===== src/rtl/pipelined_adder_sub.sv =====
// pipelined_adder_sub: segmented, pipelined WIDTH-bit adder/subtractor.
// The operands are split into STAGES = WIDTH/SEG segments. Each stage ripples
// one SEG-bit segment and registers its carry for the next stage, so the clock
// period only covers SEG-bit ripple logic.
//
// Handshake (both sides): a beat moves across a port on a rising clk edge where
// valid & ready are both high. The input side is ready whenever the output is
// not stalled (stall = out_valid & ~out_ready); while stalled every pipe
// register holds, so s/c_out/out_valid stay stable until the consumer takes
// them. A bubble at the output never stalls; it is simply overwritten.
//
// Optional build macro PIPELINED_ADDER_FLAGS_EN adds the registered status
// outputs ovf (signed overflow), zero (s == 0) and neg (s MSB), aligned with s.
module pipelined_adder_sub #(
  parameter int WIDTH = 32,
  parameter int SEG   = 8
) (
  input  logic             clk,
  input  logic             reset,
  input  logic             in_valid,
  output logic             in_ready,
  input  logic [WIDTH-1:0] a,
  input  logic [WIDTH-1:0] b,
  input  logic             sub,
  input  logic             c_in,
  output logic             out_valid,
  input  logic             out_ready,
  output logic [WIDTH-1:0] s,
  output logic             c_out
`ifdef PIPELINED_ADDER_FLAGS_EN
  ,
  output logic             ovf,
  output logic             zero,
  output logic             neg
`endif
);

  localparam int STAGES = (WIDTH / SEG < 1) ? 1 : WIDTH / SEG;
  localparam int LAST   = STAGES - 1;

  logic             stall;
  logic [WIDTH-1:0] b_eff;

  // Subtraction is a + ~b + 1; the forced carry-in is applied in stage 0.
  assign b_eff    = sub ? ~b : b;
  assign stall    = out_valid & ~out_ready;
  assign in_ready = ~stall;

  // Stage k adds segment k. Its registers hold the result bits finished so
  // far (k+1 segments), its segment carry, its valid bit and, except in the
  // last stage, the operand segments still waiting to be added.
  for (genvar k = 0; k < STAGES; k++) begin : g_stage
    localparam int DONE_W = (k + 1) * SEG;

    logic [SEG-1:0]    a_seg;
    logic [SEG-1:0]    b_seg;
    logic              cin;
    logic              v_in;
    logic [SEG:0]      seg_sum;
    logic [DONE_W-1:0] sum_d;
    logic [DONE_W-1:0] sum_q;
    logic              cy_q;
    logic              vld_q;

    if (k == 0) begin : g_src
      assign a_seg = a[SEG-1:0];
      assign b_seg = b_eff[SEG-1:0];
      assign cin   = sub | c_in;
      assign v_in  = in_valid;
      assign sum_d = seg_sum[SEG-1:0];
    end else begin : g_src
      assign a_seg = g_stage[k-1].g_fwd.a_rest_q[SEG-1:0];
      assign b_seg = g_stage[k-1].g_fwd.b_rest_q[SEG-1:0];
      assign cin   = g_stage[k-1].cy_q;
      assign v_in  = g_stage[k-1].vld_q;
      assign sum_d = {seg_sum[SEG-1:0], g_stage[k-1].sum_q};
    end

    assign seg_sum = {1'b0, a_seg} + {1'b0, b_seg} + {{SEG{1'b0}}, cin};

    // Valid always advances unless stalled; data only loads for a real beat,
    // so bubbles leave the last result (or the reset zeros) in place.
    always_ff @(posedge clk or posedge reset) begin
      if (reset) begin
        vld_q <= 1'b0;
        sum_q <= '0;
        cy_q  <= 1'b0;
      end else if (!stall) begin
        vld_q <= v_in;
        if (v_in) begin
          sum_q <= sum_d;
          cy_q  <= seg_sum[SEG];
        end
      end
    end

    if (k < LAST) begin : g_fwd
      localparam int REST_W = WIDTH - DONE_W;

      logic [REST_W-1:0] a_rest_d;
      logic [REST_W-1:0] b_rest_d;
      logic [REST_W-1:0] a_rest_q;
      logic [REST_W-1:0] b_rest_q;

      if (k == 0) begin : g_rest_src
        assign a_rest_d = a[WIDTH-1:SEG];
        assign b_rest_d = b_eff[WIDTH-1:SEG];
      end else begin : g_rest_src
        assign a_rest_d = g_stage[k-1].g_fwd.a_rest_q[REST_W+SEG-1:SEG];
        assign b_rest_d = g_stage[k-1].g_fwd.b_rest_q[REST_W+SEG-1:SEG];
      end

      // Carry the not-yet-added operand segments along with the beat.
      always_ff @(posedge clk or posedge reset) begin
        if (reset) begin
          a_rest_q <= '0;
          b_rest_q <= '0;
        end else if (!stall && v_in) begin
          a_rest_q <= a_rest_d;
          b_rest_q <= b_rest_d;
        end
      end
    end
  end

  assign s         = g_stage[LAST].sum_q;
  assign c_out     = g_stage[LAST].cy_q;
  assign out_valid = g_stage[LAST].vld_q;

`ifdef PIPELINED_ADDER_FLAGS_EN
  logic ovf_d;
  logic zero_d;
  logic neg_d;
  logic ovf_q;
  logic zero_q;
  logic neg_q;
  logic msb_cin;

  // The carry into the MSB is recovered from the MSB sum bit: s = a ^ b ^ cin.
  assign msb_cin = g_stage[LAST].seg_sum[SEG-1] ^ g_stage[LAST].a_seg[SEG-1]
                 ^ g_stage[LAST].b_seg[SEG-1];
  assign ovf_d   = msb_cin ^ g_stage[LAST].seg_sum[SEG];
  assign zero_d  = (g_stage[LAST].sum_d == '0);
  assign neg_d   = g_stage[LAST].seg_sum[SEG-1];

  // Flags load with the final stage so they stay aligned with s.
  always_ff @(posedge clk or posedge reset) begin
    if (reset) begin
      ovf_q  <= 1'b0;
      zero_q <= 1'b0;
      neg_q  <= 1'b0;
    end else if (!stall && g_stage[LAST].v_in) begin
      ovf_q  <= ovf_d;
      zero_q <= zero_d;
      neg_q  <= neg_d;
    end
  end

  assign ovf  = ovf_q;
  assign zero = zero_q;
  assign neg  = neg_q;
`endif

endmodule


===== config.mk =====
export PLATFORM = sky130hd
export DESIGN_NAME = pipelined_adder_sub
export DESIGN_NICKNAME = d
export VERILOG_FILES = /design/src/rtl/pipelined_adder_sub.sv
export SDC_FILE = /design/constraint.sdc
export NUM_CORES = 1
export LEC_CHECK = 0
export BUFFER_PORTS_ARGS = -buffer_cell sky130_fd_sc_hd__buf_2
export CORE_UTILIZATION = 65
export CTS_BUF_LIST = sky130_fd_sc_hd__clkbuf_2
export CTS_CLUSTER_DIAMETER = 40
export DETAILED_ROUTE_END_ITERATION = 8
export HOLD_SLACK_MARGIN = 0.02
export PLACE_DENSITY = 0.88
export SLEW_MARGIN = 20
export SYNTH_ARGS = -nofsm -noshare
export SYNTH_HDL_FRONTEND = slang
export SYNTH_SLANG_ARGS = --single-unit

===== constraint.sdc =====
create_clock -name clk -period 8.4 [get_ports clk]
set_input_delay 0.42 -clock clk [delete_from_list [all_inputs] [get_ports clk]]
set_output_delay 0.42 -clock clk [all_outputs]
set_load 0.02 [all_outputs]

Word-level counts from Yosys, hierarchy flattened
Index checks and enable logic that the tools add are counted.

storage, ports and cells
  bits in registers = 184
  input port bits = 70
  output and inout port bits = 35

cells by class
  add/sub/neg operators = 8
  mux-type cells = 1
  bitwise gates (word level) = 5
  reduce and logical (&&, ||, !) cells = 8

operators with widths
  operator           number
  $add 8x8->9        4
  $add 9x1->9        4
  $mux 32            1
  $not 32->32        1
  $reduce_and 2->1   4
  $logic_and 1x1->1  3
  $not 1->1          2
  $and 1x1->1        1
  $logic_not 1->1    1
  $or 1x1->1         1

Longest topological paths before layout
  depth after elaboration = 4
  mapped depth = 11
  mapped depth without buffers = 9

Worst setup path before layout
No wires, ideal clock.

  path kind = in2reg
  start = in sub
  end = reg g_stage[0].cy_q
  library setup time = 0.128 ns
  arrival = 2.259 ns
  data required time = 8.272 ns
  setup slack = 6.012 ns
  stages = 11
  path buffers = 2
  cell sequence = buf_2 -> buf_2 -> or2_2 -> fa_1 -> inv_1 -> fa_1 -> nand2b_1 -> a21oi_1 -> nand2b_1 -> a21oi_1 -> o21ai_0

on the way
  cells in the longest elaborated chain, start to end = 3
  elaborated cells on any way between the ends = 4
  classes of those cells = 2 x add/sub; 1 x mux; 1 x bitwise

ends and longest elaborated chain
  item                  RTL line  text
  start, declared       24        input logic sub,
  $mux 32               45        assign b_eff = sub ? ~b : b;
  $add 8x8->9           79        assign seg_sum = {1'b0, a_seg} + {1'b0, b_seg} + {{SEG{1'b0}}, cin};
  $add 9x1->9 (*)       79
  end signal, assigned  92        cy_q <= seg_sum[SEG];
  end, declared         62        logic cy_q;

Every way passes the cells marked *; elsewhere a longest branch is shown, timed or not.
A chain may end at the register's enable or synchronous reset.

Final worst setup path
  start = reg g_stage[1].g_fwd.a_rest_q[0]
  end = reg g_stage[2].sum_q[22]

on the way
  cells in the longest elaborated chain, start to end = 2

ends and longest elaborated chain
  item                    RTL line  text
  start, declared         102       logic [REST_W-1:0] a_rest_q;
  start signal, assigned  119       a_rest_q <= a_rest_d;
  $add 8x8->9             79
  $add 9x1->9             79
  end signal, assigned    91        sum_q <= sum_d;
  end, declared           61        logic [DONE_W-1:0] sum_q;

Every way passes these cells.

==> summary by stage <==
Placed design
In this run the tool buffered the top-level ports with 104 buffer cells. Before CTS, the worst setup slack after placement is 5400 ps. The placed wire-length estimate is 10.30 mm. The congestion estimate from routability-driven global placement came to 0.8823.

Worst setup path
The data arrival time of the critical path is 3110 ps. Walking the worst path, the cells encountered are fa_1 -> fa_1 -> a21oi_1 -> o211ai_1 -> a211oi_1 -> o31ai_1. The first element of the critical path is g_stage[1].g_fwd.a_rest_q[0]$_DFFE_PP0P_.

The worst setup path is captured at a flop. STA puts the critical path data required time at 9020 ps. The highest-delay cell along the critical path is fa_1. The setup path with the least slack is of type reg2reg. On the worst path, the slowest cell contributes a delay of 510 ps. Grouping stages by cell kind, the critical path spends the most delay in adder cells.

Of all nets on the critical path, the largest fanout is 3. The critical path buffer and inverter count is 0. The startpoint identified for the worst register-to-register timing path is g_stage[1].g_fwd.a_rest_q[0]$_DFFE_PP0P_.

The cell that appears most often on the critical path is fa_1. STA classifies the critical path startpoint as a flop.

Logic synthesis
The most common cell in the netlist is dfrtp_1. Ranked by total cell area, the synthesized netlist is headed by dfrtp_1 56%, mux2_2 17%, ha_1 4.2%. The flip-flop and latch count after synthesis is 184. Of the synthesized area, sequential elements account for 55.73%. The async set or reset register ratio after synthesis is 100.0%. The synthesized netlist cell count is 641. The number of nets produced by synthesis is 747. The commonest cells after synthesis are 184 x dfrtp_1, 127 x mux2_2, 61 x o21ai_0. dfrtp_1 takes more of the synthesized area than any other cell.

The fraction of synthesized cell area taken by the top area cell type is 55.73%. The total number of yosys warnings is 0. The synthesized area per cell is 12.89 sq um. Yosys mapped the design onto 37 distinct sky130hd cell types.

The count of flip-flops with a built-in enable after synthesis is 0. The area of the mapped netlist is 8262 sq um. The most used flip-flop cell after synthesis is dfrtp_1.

Floorplan
105 I/O pins were placed. The effective utilization at floorplan is 67.65%. The number of rows created at floorplan is 40.

Measured along the x axis, the die boundary spans 114.7 um. The floorplan die area is 13170 sq um. The vertical die dimension is 114.7 um. The core footprint is 12210 sq um.

STA
Setup violations remaining at the end of the flow were counted as 0. The transition at the pin with the smallest max-transition slack is 940.4 ps. The final setup slack of the worst path is 5913 ps. The final critical path takes up 29.61% of the cycle. Between clock sinks in the finished design, the worst skew comes to 32.97 ps. The relative slew slack is 37.31%. The sum of negative setup slack is 0 ps. The number of pins with negative max-slew slack in the final report came to 0. The number of hold-slack violations in the final timing report is 0. Static timing analysis puts the maximum clock frequency at 402.1 MHz.

The final critical-path required period is 2487 ps. Setup repair after global routing left no endpoint under its margin.

Clocking
The source-to-sink clock delay at the later pin of the worst-skew pair is 750 ps. Counting every sink on the clock net gives 184. The maximum level of the CTS H-tree is 4.

The clock slew seen by the registers of the worst setup and hold paths is 230 ps. Clock tree synthesis inserted a total of 17 buffers. TritonCTS built the clock tree.

The post-cts repair resize count is 0. In this run the clock root is driven by a clkbuf_2. The maximum buffer depth of the clock tree is 2.

GRT
The met3 usage is 5.008%. After global routing the overflow that remains totals 0. The first global-routing pass estimated 26.90 mm of wire. Across every metal layer, demand over resource in global routing totals 27.22%. Entering global routing, the biggest net connects 103 pins.

The number of global-route vias before repair was 5725. After global routing, the most crowded layer is met2. The initial antenna violation count is 0. The met1 usage in global routing is 32.68%. Global routing consumed, on the met2 layer, 48.04% of the routing resources.

Finish
The net count reported at finish is 896. The layout overhead on the synthesized area is 15.83%. Measured on the finished design, the core utilization comes to 78.36%.

Fill cells in the final layout number 754. 0 antenna diodes ended up in the layout. Summing all multi-input logic gate instances after layout gives 3451 sq um.

Across the whole layout, storage elements account for 4604 sq um. The fraction of final layout cells with drive strength greater than 1 is 34.04%.

Routing
The final antenna-violating net count is 0. The number of DRC markers after the initial detailed-route iteration is 260. The DRC violation count after routing is 0. Dividing the detail-routed wire length by the instance count gives 16.32 um.

The detailed router placed 5354 vias in this run. For this block, the routed nets add up to 15.78 mm of wire. For this run, the detailed router's first-pass iteration total came to 4. In the routed layout, each cell is associated on average with a via count of 5.537.

Power
The power per standard cell area is 358.1 nW/um^2. The total chip power is 3427 uW. Across the VDD grid, the largest voltage drop is 0.2149 mV. Summed over all cells, the static leakage comes to 0.004463 uW.

Worst hold path
The path class of the tightest hold or removal check is in2reg. The start point of the worst hold path is a[7].

Run status
The run finished with clean final reports.

Job
The number of max-cap violations is 0.
cell type report:
cell class	count	share of cell area, %
clock buffers	22	1.151
well taps	168	2.197
repair buffers	159	11.13
flip-flops and latches	184	48.12
inverters	12	0.5230
multi-input cells	416	36.06
clock inverters	6	0.8237
where the power goes:
group          total (uW)  internal [uW]  switching [uW]
clock                 404            134             270
combinational        1520            739             778
sequential           1510           1280             229
total                3430           2150            1280
state kept, by name, indices dropped and copies added, names as in the netlist:
register,flops
g_stage.sum_q,48
g_stage.cy_q,3
c_out,1
out_valid,1
g_stage.g_fwd.b_rest_q,48
g_stage.vld_q,3
s,32
g_stage.g_fwd.a_rest_q,48
metal layers:
| metal | wire, um | up-vias |
|---|---|---|
| met5 | 0 | - |
| met4 | 484 | 0 |
| met3 | 515 | 37 |
| met2 | 8321 | 125 |
| met1 | 6457 | 2654 |
| li1 | - | 2538 |
repair_timing:
action	CTS	global route
hold buffers	51	0
setup endpoints to repair	0	0
buffers inserted	0	0
endpoints found under the hold margin	151	0
worst reg2reg max path, cell delays in order, from the launching register on:
cell      delay, ps
dfrtp_1         460
fa_1            510
fa_1            460
a21oi_1         240
o211ai_1        150
a211oi_1        380
o31ai_1         150
cell usage in the layout, fill, tap and decap left out, types with 2 or more instances in the layout:
cell type        n
dfrtp_1        184
mux2_2         127
buf_2          104
o21ai_0         61
nand2_1         55
dlygate4sd3_1   51
xnor2_1         31
ha_1            28
a21oi_1         23
clkbuf_2        22
xor2_1          21
nor2_1          12
inv_1           11
fa_1             8
a211oi_1         7
nand2b_1         7
o211ai_1         6
a21o_1           5
nand2_2          3
o31ai_1          3
clkinv_2         3
buf_4            3
o21ai_1          2
a31oi_1          2
bufinv_16        2
cell families after synthesis:
logic type                 count (synthesis)  synth area share, %
xor gates and xnor gates                  52                5.513
buffers and inverters                     41                2.650
adders and majority gates                 36                6.179
AOI/OAI and AO/OA                        117                8.269
and+or+nand+nor                           83                4.225
DFF                                      184                55.73
muxes                                    128                17.43
per-stage QoR:
stage | cells | instance area [sq um] | hold WS (ps)
5_1_grt | 967 | 9569 | 38.50
3_5_place_dp | 888 | 8861 | 465.5
3_3_place_gp | 888 | 8861 | 457.5
2_1_floorplan | 641 | 8262 | 444.6
4_1_cts | 967 | 9560 | 65.98
6_report | 967 | 9569 | 92.42
worst paths after layout:
kind | to | slack, ps | cells after the start
setup reg to reg | g_stage[2].sum_q[22]$_DFFE_PP0P_ | 5910 | 6
max in group asynchronous | s[18]$_DFFE_PP0P_ | 6770 | 4
setup / recovery | g_stage[2].sum_q[22]$_DFFE_PP0P_ | 5910 | 6
min in group asynchronous | s[3]$_DFFE_PP0P_ | 360 | 3
hold / removal | g_stage[0].cy_q$_DFFE_PP0P_ | 90 | 4
hold reg to reg | s[29]$_DFFE_PP0P_ | 500 | 2
(Power assumes the default switching activity.)
